===== config.mk =====
export PLATFORM = sky130hd
export DESIGN_NAME = prim_clock_mux_sel_ctrl
export DESIGN_NICKNAME = d
export VERILOG_FILES = /design/src/rtl/prim_clock_mux_sel_ctrl.sv
export SDC_FILE = /design/constraint.sdc
export NUM_CORES = 1
export LEC_CHECK = 0
export CORE_MARGIN = 5
export CORE_UTILIZATION = 45
export CTS_CLUSTER_DIAMETER = 30
export DETAILED_ROUTE_END_ITERATION = 12
export DONT_BUFFER_PORTS = 1
export SLEW_MARGIN = 25
export SYNTH_ARGS = -nofsm -noshare
export SYNTH_HDL_FRONTEND = slang
export SYNTH_SLANG_ARGS = --single-unit

===== constraint.sdc =====
create_clock -name clk_i -period 4.3 [get_ports clk_i]
set_clock_uncertainty 0.2 [all_clocks]
set_input_delay 0.645 -clock clk_i [delete_from_list [all_inputs] [get_ports clk_i]]
set_output_delay 0.645 -clock clk_i [all_outputs]
set_load 0.01 [all_outputs]

===== src/rtl/prim_clock_mux_sel_ctrl.sv =====
// prim_clock_mux_sel_ctrl
// Sequences the select line of a two-input clock mux so that a source
// switch never produces a glitch downstream. A switch request waits for
// the target source to be ready, gates the downstream clock off, flips
// the select, lets the mux output settle and then re-opens the gate and
// acknowledges. Everything runs on the always-on control clock clk_i.
//
// Timing of a switch whose request is sampled at edge E (target ready):
//   edge E             : GATE_OFF entered, busy_o rises
//   edges E+1..        : cg_en_o low (GateDelay cycles with the old select)
//   edge E+GateDelay+1 : sel_o flips, SETTLE entered
//   edge E+GateDelay+SettleDelay+1 : cg_en_o high again, ack_o pulses
//
// GateDelay, SettleDelay and TimeoutCycles must all be >= 1.

module prim_clock_mux_sel_ctrl #(
  parameter int unsigned GateDelay     = 4,
  parameter int unsigned SettleDelay   = 8,
  parameter int unsigned TimeoutCycles = 256
) (
  input  logic       clk_i,
  input  logic       rst_i,
  input  logic       req_i,
  input  logic       req_sel_i,
  input  logic [1:0] clk_ok_i,
  output logic       ack_o,
  output logic       err_o,
  output logic       sel_o,
  output logic       cg_en_o,
  output logic       busy_o
);

  // The one counter is shared by the gate, settle and timeout phases, so
  // it has to hold the largest of the three delays.
  localparam int unsigned MaxGateSettle =
      (GateDelay > SettleDelay) ? GateDelay : SettleDelay;
  localparam int unsigned MaxDelay =
      (MaxGateSettle > TimeoutCycles) ? MaxGateSettle : TimeoutCycles;
  localparam int unsigned CntW = $clog2(MaxDelay + 1);

  // Terminal counts for each phase. GATE_OFF spends its first cycle
  // registering the gate-off, so it ends one count later than SETTLE.
  localparam logic [CntW-1:0] GateLast    = CntW'(GateDelay);
  localparam logic [CntW-1:0] SettleLast  = CntW'(SettleDelay - 1);
  localparam logic [CntW-1:0] TimeoutLast = CntW'(TimeoutCycles - 1);
  localparam logic [CntW-1:0] CntMax      = {CntW{1'b1}};

  typedef enum logic [2:0] {
    IDLE,
    WAIT_OK,
    GATE_OFF,
    SETTLE,
    DONE
  } state_e;

  state_e          state;
  logic [CntW-1:0] cnt;
  logic            tgt;

  // Saturating increment: the counter parks at its maximum instead of
  // wrapping back to a value that could re-match a terminal count.
  function automatic logic [CntW-1:0] sat_inc(input logic [CntW-1:0] value);
    return (value == CntMax) ? value : value + CntW'(1);
  endfunction

  // Switch sequencer: state, shared counter, captured target and all outputs.
  always_ff @(posedge clk_i) begin
    if (rst_i) begin
      state   <= IDLE;
      cnt     <= '0;
      tgt     <= 1'b0;
      sel_o   <= 1'b0;
      cg_en_o <= 1'b1;
      ack_o   <= 1'b0;
      err_o   <= 1'b0;
      busy_o  <= 1'b0;
    end else begin
      ack_o <= 1'b0;
      err_o <= 1'b0;

      case (state)
        IDLE: begin
          // A timeout acknowledge is still visible during the first IDLE
          // cycle; ignoring requests then keeps an IDLE gap after every ack.
          if (req_i && !ack_o) begin
            tgt    <= req_sel_i;
            cnt    <= '0;
            busy_o <= 1'b1;
            if (req_sel_i == sel_o) begin
              state <= DONE;
              ack_o <= 1'b1;
            end else if (clk_ok_i[req_sel_i]) begin
              state <= GATE_OFF;
            end else begin
              state <= WAIT_OK;
            end
          end
        end

        WAIT_OK: begin
          if (clk_ok_i[tgt]) begin
            state <= GATE_OFF;
            cnt   <= '0;
          end else if (cnt == TimeoutLast) begin
            state  <= IDLE;
            cnt    <= '0;
            ack_o  <= 1'b1;
            err_o  <= 1'b1;
            busy_o <= 1'b0;
          end else begin
            cnt <= sat_inc(cnt);
          end
        end

        GATE_OFF: begin
          cg_en_o <= 1'b0;
          if (cnt == GateLast) begin
            sel_o <= tgt;
            state <= SETTLE;
            cnt   <= '0;
          end else begin
            cnt <= sat_inc(cnt);
          end
        end

        SETTLE: begin
          if (cnt == SettleLast) begin
            state   <= DONE;
            cnt     <= '0;
            cg_en_o <= 1'b1;
            ack_o   <= 1'b1;
          end else begin
            cnt <= sat_inc(cnt);
          end
        end

        DONE: begin
          state  <= IDLE;
          cnt    <= '0;
          busy_o <= 1'b0;
        end

        default: begin
          state   <= IDLE;
          cnt     <= '0;
          cg_en_o <= 1'b1;
          busy_o  <= 1'b0;
        end
      endcase
    end
  end

`ifndef SYNTHESIS
  // An acknowledge while busy is only legal as the DONE completion pulse.
  ack_busy_only_in_done : assert property (
    @(posedge clk_i) disable iff (rst_i)
    (ack_o && busy_o) |-> (state == DONE)
  );

  // An error is always reported as part of an acknowledge.
  err_implies_ack : assert property (
    @(posedge clk_i) disable iff (rst_i)
    err_o |-> ack_o
  );

  // The select may only move while the downstream gate is closed on both
  // sides of the change; a reset-forced return to 0 is exempt.
  sel_change_gated : assert property (
    @(posedge clk_i) disable iff (rst_i)
    (!$past(rst_i) && (sel_o != $past(sel_o))) |-> (!cg_en_o && !$past(cg_en_o))
  );
`endif

endmodule


Word-level counts from Yosys, hierarchy flattened
Index checks and enable logic that the tools add are counted.
{"block": "classes", "n_reduce_logical": 11, "n_eq_ne": 15, "bitwise": 3, "magnitude_cmp": 2, "add_sub_neg": 1, "mux": 31}
{"operator": "$mux W9", "n": 6}
{"operator": "$pmux W9 S4", "n": 1}
{"operator": "$eq A9 B3 Y1 const B", "n": 2}
{"operator": "$mux W3", "n": 6}
{"operator": "$mux W1", "n": 13}
{"operator": "$pmux W3 S4", "n": 1}
{"operator": "$ne A2 B2 Y1 const B", "n": 5}
{"operator": "$add A9 B1 Y9 const B", "n": 1}
{"operator": "$eq A9 B8 Y1 const B", "n": 1}
{"operator": "$eq A9 B9 Y1 const B", "n": 1}
{"operator": "$pmux W1 S3", "n": 3}
{"operator": "$reduce_and A4 Y1", "n": 2}
{"operator": "$eq A3 B2 Y1 const B", "n": 2}
{"operator": "$reduce_and A2 Y1", "n": 3}
{"operator": "$lt A1 B2 Y1 const B", "n": 2}
{"operator": "$reduce_or A2 Y1", "n": 2}
{"operator": "$eq A3 B1 Y1 const B", "n": 1}
{"operator": "$eq A3 B3 Y1 const B", "n": 1}
{"operator": "$logic_not A3 Y1", "n": 1}
{"operator": "$ne A3 B3 Y1 const B", "n": 1}
{"operator": "$not A1 Y1", "n": 3}
{"operator": "$reduce_or A3 Y1", "n": 1}
{"operator": "$mux W2", "n": 1}
{"operator": "$eq A1 B1 Y1", "n": 1}
{"operator": "other kinds (2)", "n": 2}
{"block": "word_totals", "word_cells": 71, "output_inout_bits": 5, "ff_bits": 18, "inputBits": 6}

Logic depth before layout (Yosys ltp)
Gate-level depths: netlist of the first run.
{"block": "logic_depth", "word_depth": 6, "ltp_mapped": 6, "ltp_nobuf": 6}

Worst setup path before layout of the first run
Ideal clock, no wire load.
{"block": "synth_path", "kind": "input -> register", "from": "in clk_ok_i[0]", "to": "reg cnt[2]", "path_buffers": 0, "path_stages": 4, "setup_ps": 100, "required_time_ps": 4000, "path_slack_ps": 2046, "arrival_ps": 1955, "path_cell_list": "mux2_4 or4b_4 a2bb2oi_2 a2111oi_4"}
{"block": "synth_via", "elab_chain_len": 4}
{"item": "from (decl)", "line": "25", "text": "input logic [1:0] clk_ok_i,"}
{"item": "$mux W1 (implied by the code) (2 in series)", "line": "101", "text": "if (clk_ok_i[tgt]) begin"}
{"item": "$mux W9", "line": "101"}
{"item": "$pmux W9 S4", "line": "81", "text": "case (state)"}
{"item": "to (signal assigned)", "line": "111", "text": "cnt <= sat_inc(cnt);"}
{"item": "to (signal assigned)", "line": "122", "text": "cnt <= sat_inc(cnt);"}
{"item": "to (signal assigned)", "line": "133", "text": "cnt <= sat_inc(cnt);"}
{"item": "to (decl)", "line": "57", "text": "logic [CntW-1:0] cnt;"}
Every way passes these cells. The select of a mux whose other input is x is not followed.
A chain may end at the register's enable or synchronous reset.

Worst setup path after layout of the first run
{"block": "layout_path", "from": "reg cnt[0]", "to": "reg cnt[0]"}
{"block": "layout_via", "elab_chain_len": 5, "word_cells_on_any_way": 11, "classes_between": "add/sub: 1; eq/ne: 4; mux: 6"}
{"item": "$add A9 B1 Y9 or $eq A9 B9 Y1 (tied branches)", "line": "63", "text": "return (value == CntMax) ? value : value + CntW'(1);"}
{"item": "$mux W9", "line": "63"}
{"item": "$mux W9", "line": "104", "text": "end else if (cnt == TimeoutLast) begin"}
{"item": "$mux W9", "line": "101"}
{"item": "$pmux W9 S4 (*)", "line": "81"}
Every way passes the cells marked *; elsewhere a longest branch is shown, timed or not.

==> out/metrics.csv, run 1 <==
metric,value,unit
status,"finished, final reports clean",
synth_xor_area_share,0,%
via_per_inst,6.37,
synthMuxAreaShare,6.88,%
drc,0,
cap_violations,0,
rsz0062_at_grt,no,
r2r-end,cnt[0],
pwr_density_cell,485,nW/µm²
nets,137,
cts_buffers,3,
grt_pass1_vias,952,
ff2ff_path_depth,5,
arrival,2340,ps
r2r_slack,1930,ps
start_util,46.3,%
grt_pass1_wl,4490,µm
setup.worst_path.start_class,flop,
wl_per_cell,17.0,µm
hold_end,sel_o,
syn_nets,138,
min_path_type,primary input to flop,
yosys.area_share.adder,2.22,%
gp_congestion,0.880,
worstSetupEndpointType,flop,
die_area,3610,µm²
diodes,0,
utilization,48.1,%
ant_nets,0,
post_cts.repair.setup_buffers,0,
syn_to_final_growth,3.77,%
layout_setup_ws,1930,ps
setup_viol,0,
timing.fmax,421,MHz
path_clk_slew,120,ps
layout-drive-gt1-share,10.9,%
synth-seq-cells,18,
core_region_area,2430,µm²
synthArstFlopShare,0,%
critPathMaxFanout,8,
tightest_slew,691,ps
dieHeight,60.1,µm
hold_path_depth,1,
num_vias,1007,
cts-root-buf,clkbuf_4,
synth-compound-area-share,25.9,%
period_share,55.2,%
cts_hold_buf,0,
vdd_ir_drop_max,0.000287,V
dp_hpwl,1840,µm
relSlewSlack,53.6,%
required,4270,ps
synthFlopType,dfxtp_1,
syn_area_per_cell,8.67,µm²
r2r-start,cnt[0],
htreeDepth,1,
finalNonFillerCells,158,
drt_wl_total,2690,µm
post-route-min-period,2370,ps
synth_top_family_by_area,simple AND/OR/NAND/NOR gates,
drt_iter0_drc,58,
postCtsResizedCells,0,
dr.pass1.iters,4,
crit_type,flop to flop,
cts_sinks,18,
min_from,rst_i,
ys_seq_area_share,32.0,%
die_w,60.1,µm
pre_cts_slack,1960,ps
cts_tree,done,
placementRows,18,
yosysUniqueCellTypes,48,
setup_tns,0,ps
synthSimpleGateAreaFrac,28.6,%
p_leak,0.350,nW
insertion_delay,310,ps
netlist_instances,130,
ios,11,
power,0.567,mW
dp_cells,154,
grt_start_max_net_pins,18,
port_buffers,0,
clockBufferDepth,2,
yosysWarnings,0,
grt.total_usage,16.7,%
slew_viol_final,0,
syn_area,1130,µm²
synth_edf_count,0,
antenna_found_initial,0,
hold_violations,0,
overflow,0,
[cell type report]
class,instances,area [µm²]
Inverter,5,18.8
Fill cell,243,1260
Clock buffer,4,36.3
Multi-Input combinational cell,101,717
Sequential cell,18,360
Tap cell,30,37.5
[cells in the final DEF, fill, tap and decap left out, drive strengths merged, types with 3 or more instances in the layout]
master,count
inv,5
nor3,6
mux2i,4
dfxtp,18
a221oi,6
mux2,3
o21ai,6
nor2b,6
a21oi,3
nand4,4
nand3,3
a211oi,4
clkbuf,4
nor2,13
nand2,10
a2111oi,3
[worst max path at each step]
| stage | from | endpoint | slack [ps] |
|---|---|---|---|
| floorplan | clk_ok_i[0] | cnt[2] | 2050 |
| detailed placement | clk_ok_i[0] | cnt[2] | 1960 |
| global route | state[0] | cnt[8] | 1800 |
| global placement | clk_ok_i[0] | cnt[2] | 1990 |
| finish | cnt[0] | cnt[0] | 1930 |
| CTS | cnt[0] | cnt[7] | 1980 |
[metal layers]
layer | vias to the layer above | part of all wire (%) | global-route usage (%)
li1 | 497 | - | -
met1 | 459 | 46 | 22.4
met2 | 44 | 44 | 25.6
met3 | 7 | 8.4 | 3.46
met4 | 0 | 1.9 | 7.59
met5 | - | 0 | 0
[worst max-delay path: stages (launching register included)]
cell       delay (ps)
dfxtp_1           410
ha_1              290
nand3b_1          140
nor3_1            530
a2bb2oi_2         500
a221oi_1          170
[state kept, by name (all words and copies together) (netlist names)]
register / cells
cnt: 9
state: 3
ack_o: 1
busy_o: 1
cg_en_o: 1
err_o: 1
sel_o: 1
tgt: 1
[Yosys cell counts (2+ instances only)]
cell type | n | area [µm²]
a221oi_1 | 5 | 43.8
ha_1 | 2 | 25.0
nor2b_1 | 6 | 37.5
mux2_2 | 2 | 22.5
or4_1 | 2 | 15.0
nand3b_1 | 2 | 15.0
a21oi_1 | 3 | 15.0
o21ai_0 | 6 | 30.0
nor3_1 | 6 | 30.0
dfxtp_1 | 18 | 360
nand4_1 | 4 | 25.0
nand2b_1 | 2 | 12.5
inv_1 | 5 | 18.8
nor2_1 | 13 | 48.8
nand3_1 | 3 | 15.0
a211oi_1 | 4 | 30.0
mux2i_1 | 4 | 40.0
nand2_1 | 10 | 37.5
clkbuf_1 | 3 | 11.3
o31ai_1 | 2 | 15.0
[through the flow]
step	cell area, µm²	hold WS [ps]
after global placement	1130	315
final	1170	185
after floorplan	1130	289
after global routing	1170	175
after CTS	1170	179
after detailed placement	1130	322
[cells by family after synthesis]
| logic type | after synthesis |
|---|---|
| simple gates | 58 |
| compound gates | 34 |
| flops | 18 |
| buf+inv | 11 |
| mux | 7 |
| fa+ha+maj | 2 |
[report_power, final]
group | leakage (nW) | total [mW] | switching [mW] | internal (mW)
registers | 0.146 | 0.242 | 0.0484 | 0.194
clock network | 0.0210 | 0.114 | 0.0618 | 0.0517
logic | 0.183 | 0.211 | 0.121 | 0.0902
No activity file was read; power rests on OpenSTA's default activity.
==> run 2, diff against run 1 <==
==> constraint.sdc (replaced) <==
create_clock -name clk_i -period 2.4 [get_ports clk_i]
set_clock_uncertainty 0.2 [all_clocks]
set_input_delay 0.36 -clock clk_i [delete_from_list [all_inputs] [get_ports clk_i]]
set_output_delay 0.36 -clock clk_i [all_outputs]
set_load 0.01 [all_outputs]
==> run 2 against run 1 <==
  * Die area unchanged
  * Count of clock-buffer cells in the layout is the same
  * First-iteration DRC count down 38%
  * Worst hold slack worse by 180 ps
  * Power increased by 83%
  * Critical path depth did not move
  * Global-route usage increased by 0.64 points
==> out/metrics.csv, run 2 (synthesis gave the netlist of run 1 again) <==
metric,value,unit
dp_hpwl,1940,µm
vdd_ir_drop_max,0.000520,V
utilization,50.1,%
post-route-min-period,2150,ps
hold_violations,0,
insertion_delay,310,ps
met3_length,193,µm
dieHeight,60.1,µm
period_share,89.8,%
num_vias,1076,
p_switching,0.417,mW
rsz0062_at_grt,no,
antenna_found_initial,0,
critPathMaxFanout,8,
combinationalPowerShare,38.9,%
cts_sinks,18,
relSlewSlack,54.6,%
largest_register_ff_count,9,
worstSetupEndpointType,flop,
power,1.04,mW
syn_to_final_growth,7.99,%
reg_top3,"cnt: 9 flops, state: 3 flops",
dr.pass1.iters,4,
port_buffers,0,
start_util,46.3,%
post_cts.repair.setup_buffers,0,
setup_viol,0,
setup_tns,0,ps
grt.total_usage,17.4,%
setup.worst_path.start_class,flop,
crit_type,flop to flop,
placementRows,18,
min_path_type,primary input to flop,
layout-drive-gt1-share,14.2,%
die_w,60.1,µm
min_from,req_sel_i,
cts-root-buf,clkbuf_4,
grt_pass1_vias,1028,
wl_per_cell,16.6,µm
p_sw_share,40.2,%
grt_pass1_wl,4750,µm
layout_commonest_cell,dfxtp_1,
die_area,3610,µm²
drc,0,
clkPwrFrac,19.3,%
timing.fmax,464,MHz
n_fill_cell,238,
top_layer,met4,
diodes,0,
required,2360,ps
clockBufferDepth,2,
cts_tree,done,
cap_violations,0,
power.share.sequential,41.8,%
final_cell_mix,"18 x dfxtp_1, 13 x nor2_1, 10 x nand2_1",
max_flop_register,cnt,
path_clk_slew,110,ps
slew_viol_final,0,
ant_nets,0,
pwr_density_cell,851,nW/µm²
m1WireLength,1280,µm
cts_buffers,3,
power.internal,0.619,mW
nets,143,
tightest_slew,679,ps
arrival,2120,ps
grt_start_max_net_pins,15,
core_region_area,2430,µm²
htreeDepth,1,
route.met2.wl,1170,µm
status,"finished, final reports clean",
via_per_inst,6.56,
overflow,0,
drt_iter0_drc,36,
ios,11,
r2r-start,cnt[0],
drt_wl_total,2730,µm
p_leak,0.379,nW
startpoint,cnt[0],
gp_congestion,0.864,
[run 2: cell count changes in the layout (fill, tap and decap cells not counted), sizes merged]
cell	change
dlygate4sd3	+1
buf	+5
[run 2: cell type report]
class	count	area [µm²]	area share, %
Tap cell	30	37.5	3.08
Inverter	5	18.8	1.54
Clock buffer	4	36.3	2.98
Timing Repair Buffer	6	47.5	3.91
Sequential cell	18	360	29.6
Multi-Input combinational cell	101	717	58.9
[run 2: final timing paths]
path         endpoint  slack, ps  cells after the start
max            cnt[0]        250                      5
min               tgt          8                      2
max reg2reg    cnt[0]        250                      5
min reg2reg    cnt[5]        340                      2
[run 2: what timing repair did]
item                      4_1_cts  5_1_grt
gates resized for setup         0        0
hold endpoints to repair       14        0
hold buffers                    1        0
[run 2: routing by layer]
metal / track usage, % / up-vias
li1: - / 510
met1: 24.1 / 520
met2: 25.5 / 37
met3: 3.67 / 9
met4: 7.91 / 0
met5: 0 / -
[run 2: through the flow]
stage          area [µm²]  worst slack, ps  std cells  hold WS [ps]
5_1_grt              1220             61.7        164          12.9
4_1_cts              1220              251        164          15.0
3_5_place_dp         1170              285        159           228
6_report             1220              245        164          7.72
3_3_place_gp         1170              318        159           227
2_1_floorplan        1130              406        130           289
[run 2: power by group through the flow]
stage                     logic, mW  clock network [mW]  registers [mW]
after floorplan               0.353                   0           0.399
after global placement        0.391                   0           0.435
after detailed placement      0.395                   0           0.440
after CTS                     0.403               0.203           0.432
after global routing          0.452               0.221           0.444
final                         0.403               0.199           0.433
[run 2: critical path: stages (launching register included)]
cell and delay [ps]:
dfxtp_1 410, ha_1 300, nand3b_1 130, nor3_1 300
a2bb2oi_2 480, a221oi_1 180
==> run 3, diff against run 2 <==
--- a/config.mk
+++ b/config.mk
@@ -10,6 +10,7 @@
 export CTS_CLUSTER_DIAMETER = 30
 export DETAILED_ROUTE_END_ITERATION = 12
 export DONT_BUFFER_PORTS = 1
+export GPL_ROUTABILITY_DRIVEN = 0
 export SLEW_MARGIN = 25
 export SYNTH_ARGS = -nofsm -noshare
 export SYNTH_HDL_FRONTEND = slang
==> constraint.sdc (replaced) <==
create_clock -name clk_i -period 2.8 [get_ports clk_i]
set_clock_uncertainty 0.2 [all_clocks]
set_input_delay 0.42 -clock clk_i [delete_from_list [all_inputs] [get_ports clk_i]]
set_output_delay 0.42 -clock clk_i [all_outputs]
set_load 0.01 [all_outputs]
==> run 3 against run 2 <==
  * Highest routed layer unchanged
  * Sequential power fell by 14%
  * Non-clock buffer count fell by 4
  * Sequential share of layout area rose by 0.75 points
  * Global-route usage fell by 0.62 points
  * Largest power group unchanged
  * Clock power fell by 15%
  * Design area fell by 2.5%
  * Setup slack improved by 240 ps
  * Worst hold slack improved by 56 ps
  * Via count fell by 3.8%
  * Die area did not move
  * First-iteration DRC count rose by 2.8%
==> out/metrics.csv, run 3 (synthesis gave the netlist of run 1 again) <==
metric,value,unit
num_vias,1035,
post-route-min-period,2310,ps
hold_violations,0,
layout-drive-gt1-share,11.5,%
relSlewSlack,52.4,%
min_path_type,primary input to flop,
crit_family,compound AO/OA/AOI/OAI gates,
largest_register_ff_count,9,
dr.pass1.iters,4,
cts_buffers,3,
grt_start_max_net_pins,15,
clkPwrFrac,19.2,%
r2r_slack,490,ps
cp_slowest_cell,a2bb2oi_2,
pwr_density_cell,747,nW/µm²
port_buffers,0,
insertion_delay,310,ps
diodes,0,
path_clk_slew,120,ps
worstSetupEndpointType,flop,
slew_viol_final,0,
slowest_delay,520,ps
combinationalPowerShare,38.7,%
core_region_area,2430,µm²
grt_pass1_wl,4490,µm
final_cell_mix,"18 x dfxtp_1, 13 x nor2_1, 10 x nand2_1",
setup_viol,0,
p_switching,0.364,mW
critPathMaxFanout,8,
cts-root-buf,clkbuf_4,
vdd_ir_drop_max,0.000388,V
drt_iter0_drc,37,
layout_commonest_cell,dfxtp_1,
clockBufferDepth,2,
cts_tree,done,
wl_per_cell,16.9,µm
setup.worst_path.start_class,flop,
grt_pass1_vias,967,
nets,139,
syn_to_final_growth,5.33,%
dieHeight,60.1,µm
reg_top3,"cnt: 9 flops, state: 3 flops",
required,2760,ps
die_w,60.1,µm
cap_violations,0,
p_sw_share,41.0,%
power,0.887,mW
power.share.sequential,42.1,%
arrival,2280,ps
postCtsResizedCells,0,
drc,0,
die_area,3610,µm²
antenna_found_initial,0,
max_flop_register,cnt,
cp_cell_sequence,ha_1 > nand3b_1 > nor3_1 > a2bb2oi_2 > a221oi_1,
ant_nets,0,
start_util,46.3,%
cts_sinks,18,
dp_hpwl,1900,µm
timing.fmax,432,MHz
setup_tns,0,ps
period_share,82.6,%
path_buf_inv,0,
drt_wl_total,2700,µm
status,"finished, final reports clean",
ios,11,
p_leak,0.359,nW
power.internal,0.524,mW
rsz0062_at_grt,no,
htreeDepth,1,
overflow,0,
crit_type,flop to flop,
grt.total_usage,16.7,%
via_per_inst,6.47,
placementRows,18,
tightest_slew,709,ps
## run 3: cell type report
type                            instances  area [µm²]
Fill cell                             234        1240
Multi-Input combinational cell        101         717
Inverter                                5        18.8
Clock buffer                            4        36.3
Tap cell                               30        37.5
Sequential cell                        18         360
Timing Repair Buffer                    2        17.5
## run 3: metrics by stage
stage                     utilization [%]  cells  area (µm²)  worst slack (ps)  hold slack, ps
after floorplan                         -    130        1130               771             289
after global placement               46.9    155        1140               660             289
after detailed placement             46.9    155        1140               557             291
after CTS                            48.8    160        1190               519            61.1
after global routing                 48.8    160        1190               343            74.4
final                                48.8    160        1190               487            64.1
## run 3: worst paths after layout
| kind | start | to | depth (start not counted) |
|---|---|---|---|
| worst min-delay path | req_sel_i | tgt | 2 |
| worst max register to register | cnt[0] | cnt[0] | 5 |
| worst min register to register | cnt[4] | cnt[4] | 2 |
| worst max-delay path | cnt[0] | cnt[0] | 5 |
## run 3: worst register-to-register path, stage by stage, from the launching register on
cell and delay (ps):
dfxtp_1 400, ha_1 280, nand3b_1 120, nor3_1 470, a2bb2oi_2 520, a221oi_1 190
## run 3: repair_timing
| action | in CTS | in global routing |
|---|---|---|
| hold endpoints to repair | 14 | 0 |
| hold buffers | 1 | 0 |
| setup buffers | 0 | 0 |
## run 3: power by group through the flow
| stage | combinational (mW) | sequential, mW | clock, mW |
|---|---|---|---|
| after floorplan | 0.302 | 0.342 | 0 |
| after global placement | 0.330 | 0.376 | 0 |
| after detailed placement | 0.331 | 0.377 | 0 |
| after CTS | 0.339 | 0.370 | 0.174 |
| after global routing | 0.376 | 0.383 | 0.186 |
| final | 0.344 | 0.373 | 0.170 |
## run 3: metal layers
layer	vias up	track usage [%]	routed length [µm]
met5	-	0	0
met4	0	8.54	53
met3	4	3.24	183
met2	39	24.7	1200
met1	494	22.9	1260
li1	498	-	-
